$ cat src/rtl/cla_pkg.sv
// Shared definitions for the carry-look-ahead adder/subtractor family.
package cla_pkg;

    localparam int SLICE_W = 4;

    typedef enum logic [1:0] {
        IDLE = 2'd0,
        RUN  = 2'd1,
        DONE = 2'd2
    } state_t;

    // Two's-complement overflow of x + y = s from the sign bits; subtraction passes ~b as y.
    function automatic logic add_ovf(input logic x_msb, input logic y_msb, input logic s_msb);
        return (x_msb == y_msb) && (s_msb != x_msb);
    endfunction

endpackage

$ cat src/rtl/cla4_slice.sv
// Combinational 4-bit carry-look-ahead adder slice with fully expanded carries.
module cla4_slice
    import cla_pkg::*;
(
    input  logic [SLICE_W-1:0] a,
    input  logic [SLICE_W-1:0] b,
    input  logic               cin,
    output logic [SLICE_W-1:0] sum,
    output logic               cout
);

    logic [SLICE_W-1:0] g;
    logic [SLICE_W-1:0] p;
    logic               c1;
    logic               c2;
    logic               c3;

    assign g = a & b;
    assign p = a ^ b;

    assign c1   = g[0] | (p[0] & cin);
    assign c2   = g[1] | (p[1] & g[0]) | (p[1] & p[0] & cin);
    assign c3   = g[2] | (p[2] & g[1]) | (p[2] & p[1] & g[0]) | (p[2] & p[1] & p[0] & cin);
    assign cout = g[3] | (p[3] & g[2]) | (p[3] & p[2] & g[1]) | (p[3] & p[2] & p[1] & g[0])
                | (p[3] & p[2] & p[1] & p[0] & cin);

    assign sum = p ^ {c3, c2, c1, cin};

endmodule

$ cat src/rtl/cla_sub_seq.sv
// Iterative subtractor: a - b - bin computed one 4-bit CLA slice per clock,
// carry held in a flop between slices, behind valid/ready on both sides.
module cla_sub_seq
    import cla_pkg::*;
#(
    parameter int WIDTH = 16
) (
    input  logic             CLK,
    input  logic             RST_N,
    input  logic             req_valid,
    output logic             req_ready,
    input  logic [WIDTH-1:0] a,
    input  logic [WIDTH-1:0] b,
    input  logic             bin,
    output logic             res_valid,
    input  logic             res_ready,
    output logic [WIDTH-1:0] diff,
    output logic             bout,
    output logic             ovf,
    output logic             zero
);

    localparam int NSLICE = WIDTH / SLICE_W;
    localparam int CNT_W  = (NSLICE > 1) ? $clog2(NSLICE) : 1;
    localparam logic [CNT_W-1:0] LAST = CNT_W'(NSLICE - 1);

    state_t             state_q;
    state_t             state_d;
    logic [CNT_W-1:0]   cnt_q;
    logic [WIDTH-1:0]   a_q;
    logic [WIDTH-1:0]   bn_q;
    logic [WIDTH-1:0]   diff_q;
    logic [WIDTH-1:0]   diff_nx;
    logic               c_q;
    logic               bout_q;
    logic               ovf_q;
    logic               zero_q;
    logic               accept;
    logic               last;

    logic [SLICE_W-1:0] a_sl;
    logic [SLICE_W-1:0] b_sl;
    logic [SLICE_W-1:0] sum_sl;
    logic               cout_sl;

    // Single slice, time-multiplexed by the counter
    assign a_sl = a_q[int'(cnt_q) * SLICE_W +: SLICE_W];
    assign b_sl = bn_q[int'(cnt_q) * SLICE_W +: SLICE_W];

    cla4_slice u_slice (
        .a    (a_sl),
        .b    (b_sl),
        .cin  (c_q),
        .sum  (sum_sl),
        .cout (cout_sl)
    );

    assign last = (state_q == RUN) && (cnt_q == LAST);

    always_comb begin
        diff_nx = diff_q;
        diff_nx[int'(cnt_q) * SLICE_W +: SLICE_W] = sum_sl;
    end

    always_ff @(posedge CLK or negedge RST_N) begin
        if (!RST_N) begin
            state_q <= IDLE;
        end else begin
            state_q <= state_d;
        end
    end

    always_comb begin
        state_d   = state_q;
        req_ready = 1'b0;
        res_valid = 1'b0;
        accept    = 1'b0;
        case (state_q)
            IDLE: begin
                req_ready = 1'b1;
                if (req_valid) begin
                    accept  = 1'b1;
                    state_d = RUN;
                end
            end
            RUN: begin
                if (last) begin
                    state_d = DONE;
                end
            end
            DONE: begin
                res_valid = 1'b1;
                if (res_ready) begin
                    state_d = IDLE;
                end
            end
            default: state_d = IDLE;
        endcase
    end

    // The inverted borrow-in seeds the carry flop so slice 0 needs no special case
    always_ff @(posedge CLK or negedge RST_N) begin
        if (!RST_N) begin
            cnt_q  <= '0;
            a_q    <= '0;
            bn_q   <= '0;
            c_q    <= 1'b0;
            diff_q <= '0;
            bout_q <= 1'b0;
            ovf_q  <= 1'b0;
            zero_q <= 1'b0;
        end else if (accept) begin
            a_q   <= a;
            bn_q  <= ~b;
            c_q   <= ~bin;
            cnt_q <= '0;
        end else if (state_q == RUN) begin
            diff_q <= diff_nx;
            c_q    <= cout_sl;
            cnt_q  <= last ? '0 : cnt_q + 1'b1;
            if (last) begin
                bout_q <= ~cout_sl;
                ovf_q  <= add_ovf(a_q[WIDTH-1], bn_q[WIDTH-1], diff_nx[WIDTH-1]);
                zero_q <= (diff_nx == '0);
            end
        end
    end

    assign diff = diff_q;
    assign bout = bout_q;
    assign ovf  = ovf_q;
    assign zero = zero_q;

endmodule
$ cat config.mk
export PLATFORM = sky130hd
export DESIGN_NAME = cla_sub_seq
export DESIGN_NICKNAME = d
export VERILOG_FILES = /design/src/rtl/cla_pkg.sv /design/src/rtl/cla4_slice.sv /design/src/rtl/cla_sub_seq.sv
export SDC_FILE = /design/constraint.sdc
export NUM_CORES = 1
export LEC_CHECK = 0
export CORE_MARGIN = 4
export CORE_UTILIZATION = 40
export DETAILED_ROUTE_END_ITERATION = 10
export PLACE_DENSITY = 0.63
export SYNTH_ARGS = -nofsm -noshare
export SYNTH_HDL_FRONTEND = slang
export SYNTH_HIERARCHICAL = 1
export SYNTH_SLANG_ARGS = --single-unit
$ cat constraint.sdc
create_clock -name CLK -period 4.65 [get_ports CLK]
set_clock_uncertainty 0.1 [all_clocks]
set_input_delay 0.465 -clock CLK [delete_from_list [all_inputs] [get_ports CLK]]
set_output_delay 0.465 -clock CLK [all_outputs]
set_load 0.1 [all_outputs]
==> run metrics <==
proportion of layout cells with a drive suffix above 1=12.1%; CP max FO=7; CTS buffer count=5; DR pass1 iterations=4; worst path buffer plus inverter count=0; EDFF count, synth=0; crit path DAT=3.63 ns; routed wire length per instance=15.0 microns; Vias/cell=5.15; Reg clk slew, reported paths=0.10 ns; vias in the first global route=1899; Slowest-stage cell, CP=dfrtp_1; vias after detailed routing=1889; Yosys cell types=35; post-synth top area share=52.9%; remaining antenna violation count=0; Clock Path Buffers=2; Final Cycle Share=76.0%; Setup Viol. Count Final=0; CORE AREA=0.00639 sq mm; initial antenna violation count=0; H-tree depth=2; first-pass GRT wire length=9.38 mm; Synthesis Warnings=6; sequential fraction of the synthesis area=52.9%; unrepaired setup endpoints after global routing=no; Setup WS post-layout=1.11 ns; Primary FF master, synth=dfrtp_1; mux share of post-synthesis cell area=14.4%; DRT Wirelength=5.51 mm; max-slew violation count=0; Slew HR=29.3%; Fin. Hold Viols=0; CP required=4.74 ns; Worst Setup Path Type=flop to flop; Initial Util=41.5%; min-delay worst type=input pin to asynchronous set/reset pin; Mapped Nets=280; DRT iter0 DRCs=108; fin nets=338; Synth Area in Adders=5.00%; Worst Setup Start Kind=flop; Die Ht=89.4 microns; area delta synth->final=28.0%; largest net degree at the start of global routing=57; outcome=completed; Max Clk Rate=0.283 GHz; Placement Setup Slack=1.13 ns; io pins=58; Max-Cap Viols=0; syn_area_per_cell=11.4 sq um; Post-Syn Instances=233; total track usage=15.3%; Die Width=89.4 microns; Cell Chain, Critical Path=mux4_2, ha_1, a21o_1, a31o_1, xor2_1, or4b_1, o22ai_2, mux2i_1, o21ai_0; die area=0.00799 sq mm; critical path's largest stage delay=0.59 ns; # resized after CTS=0; area share of and/or/nand/nor cells after synthesis=12.1%; worst-margin pin slew=1.06 ns; row cnt=29; TNS Setup=0 ns; Worst Setup End Kind=flop; Final HPWL DP=4.05 mm; Yosys reg bits=56; hold buffers post-CTS=0; async set or reset register ratio after synthesis=100%; largest family of logic cells by synthesized area=multiplexers; grt ovf=0; clock latency on the worst-skew pair=0.31 ns; CTS tree=done; Compound-Gate Fraction of Synth Area=11.9%; fin crit period=3.54 ns; Finished Core Util=53.1%; CTS Root Cell=clkbuf_8; synthesized cell area=0.00265 sq mm; diodes inserted=0; area leader, netlist=dfrtp_1; number of port buffers=57; Worst path top cell family by delay=multiplexers; xor/xnor share of the synthesized area=0.992%; Placer Congestion=0.811; Post-CTS Repair Setup Buffers=0; DRC viols=0; clock sinks=56; ranking of synthesized cells by area=dfrtp_1 53%, mux2_2 6.8%, mux4_2 6.8%
==> sequential cells by signal, summed over array words and instances (netlist names), 2 cells and up <==
| name | cells |
|---|---|
| a_q | 16 |
| cnt_q | 2 |
| bn_q | 16 |
| diff | 16 |
| state_q | 2 |
==> cells by family (layout without fill, tap and decap cells) <==
| logic type | Yosys count | count (layout) |
|---|---|---|
| AO/OA/AOI/OAI | 50 | 50 |
| buffers and inverters | 17 | 74 |
| multiplexers | 26 | 26 |
| adder cells (fa/ha/maj) | 10 | 10 |
| XOR/XNOR | 3 | 3 |
| AND/OR/NAND/NOR | 71 | 71 |
| flip-flops | 56 | 56 |
==> stage by stage <==
step	hold WS [ns]	cells	cell area [sq um]
5_1_grt	0.251	367	3390
6_report	0.177	367	3390
3_3_place_gp	0.362	361	3290
4_1_cts	0.208	367	3390
2_1_floorplan	0.0694	233	2650
3_5_place_dp	0.369	361	3290
==> final timing paths <==
path / from / end / slack [ns] / depth (start not counted)
hold reg to reg: bn_q[1]$_DFFE_PN0P_ / bn_q[1]$_DFFE_PN0P_ / 0.38 / 2
min in group CLK: bn_q[1]$_DFFE_PN0P_ / bn_q[1]$_DFFE_PN0P_ / 0.38 / 2
hold / removal: RST_N / state_q[1]$_DFFE_PN0P_ / 0.18 / 2
max in group asynchronous: RST_N / bn_q[0]$_DFFE_PN0P_ / 3.81 / 2
setup reg to reg: cnt_q[0]$_DFFE_PN0P_ / ovf$_DFFE_PN0P_ / 1.11 / 9
setup / recovery: cnt_q[0]$_DFFE_PN0P_ / ovf$_DFFE_PN0P_ / 1.11 / 9
==> worst register-to-register path, cell delays in order (launching register included) <==
cell	delay, ns
dfrtp_1	0.59
mux4_2	0.57
ha_1	0.30
a21o_1	0.19
a31o_1	0.25
xor2_1	0.45
or4b_1	0.51
o22ai_2	0.16
mux2i_1	0.20
o21ai_0	0.09
==> cell usage in the layout, fill, tap and decap left out, drive strengths merged, types with 3 or more instances in the layout <==
| cell | n |
|---|---|
| a21o | 3 |
| a22o | 8 |
| buf | 4 |
| clkbuf | 5 |
| clkdlybuf4s50 | 56 |
| dfrtp | 56 |
| ha | 9 |
| inv | 8 |
| mux2 | 16 |
| mux4 | 8 |
| nand2 | 43 |
| nand2b | 3 |
| nand3 | 3 |
| nor2 | 6 |
| nor3 | 4 |
| nor4 | 4 |
| o21ai | 30 |
==> cell type report <==
cell class | count | area (sq um)
fillers | 584 | 2990
flip-flops and latches | 56 | 1400
multi-input cells | 160 | 1180
repair buffers | 60 | 588
well taps | 77 | 96.3
clock buffers | 5 | 68.8
clock inverters | 1 | 30.0
inverters | 8 | 30.0
==> per-layer routing <==
layer  vias to the layer above  wire length [microns]  GRT usage [%]
li1                        941                      -              -
met1                       896                   2520           20.9
met2                        48                   2660           24.6
met3                         4                    303           3.87
met4                         0                     36           3.65
met5                         -                      0              0
==> cells in the mapped netlist, drive strengths merged, types with 3 or more instances <==
library cell and count:
dfrtp 56, nand2 43, o21ai 30, mux2 16, ha 9, a22o 8, inv 8, mux4 8
nor2 6, clkbuf 5, buf 4, nor3 4, nor4 4, a21o 3, nand2b 3, nand3 3
Power is left out: the tool's default activity adds up to more than one toggle a clock period on the data nets, which glitch-free logic cannot reach.
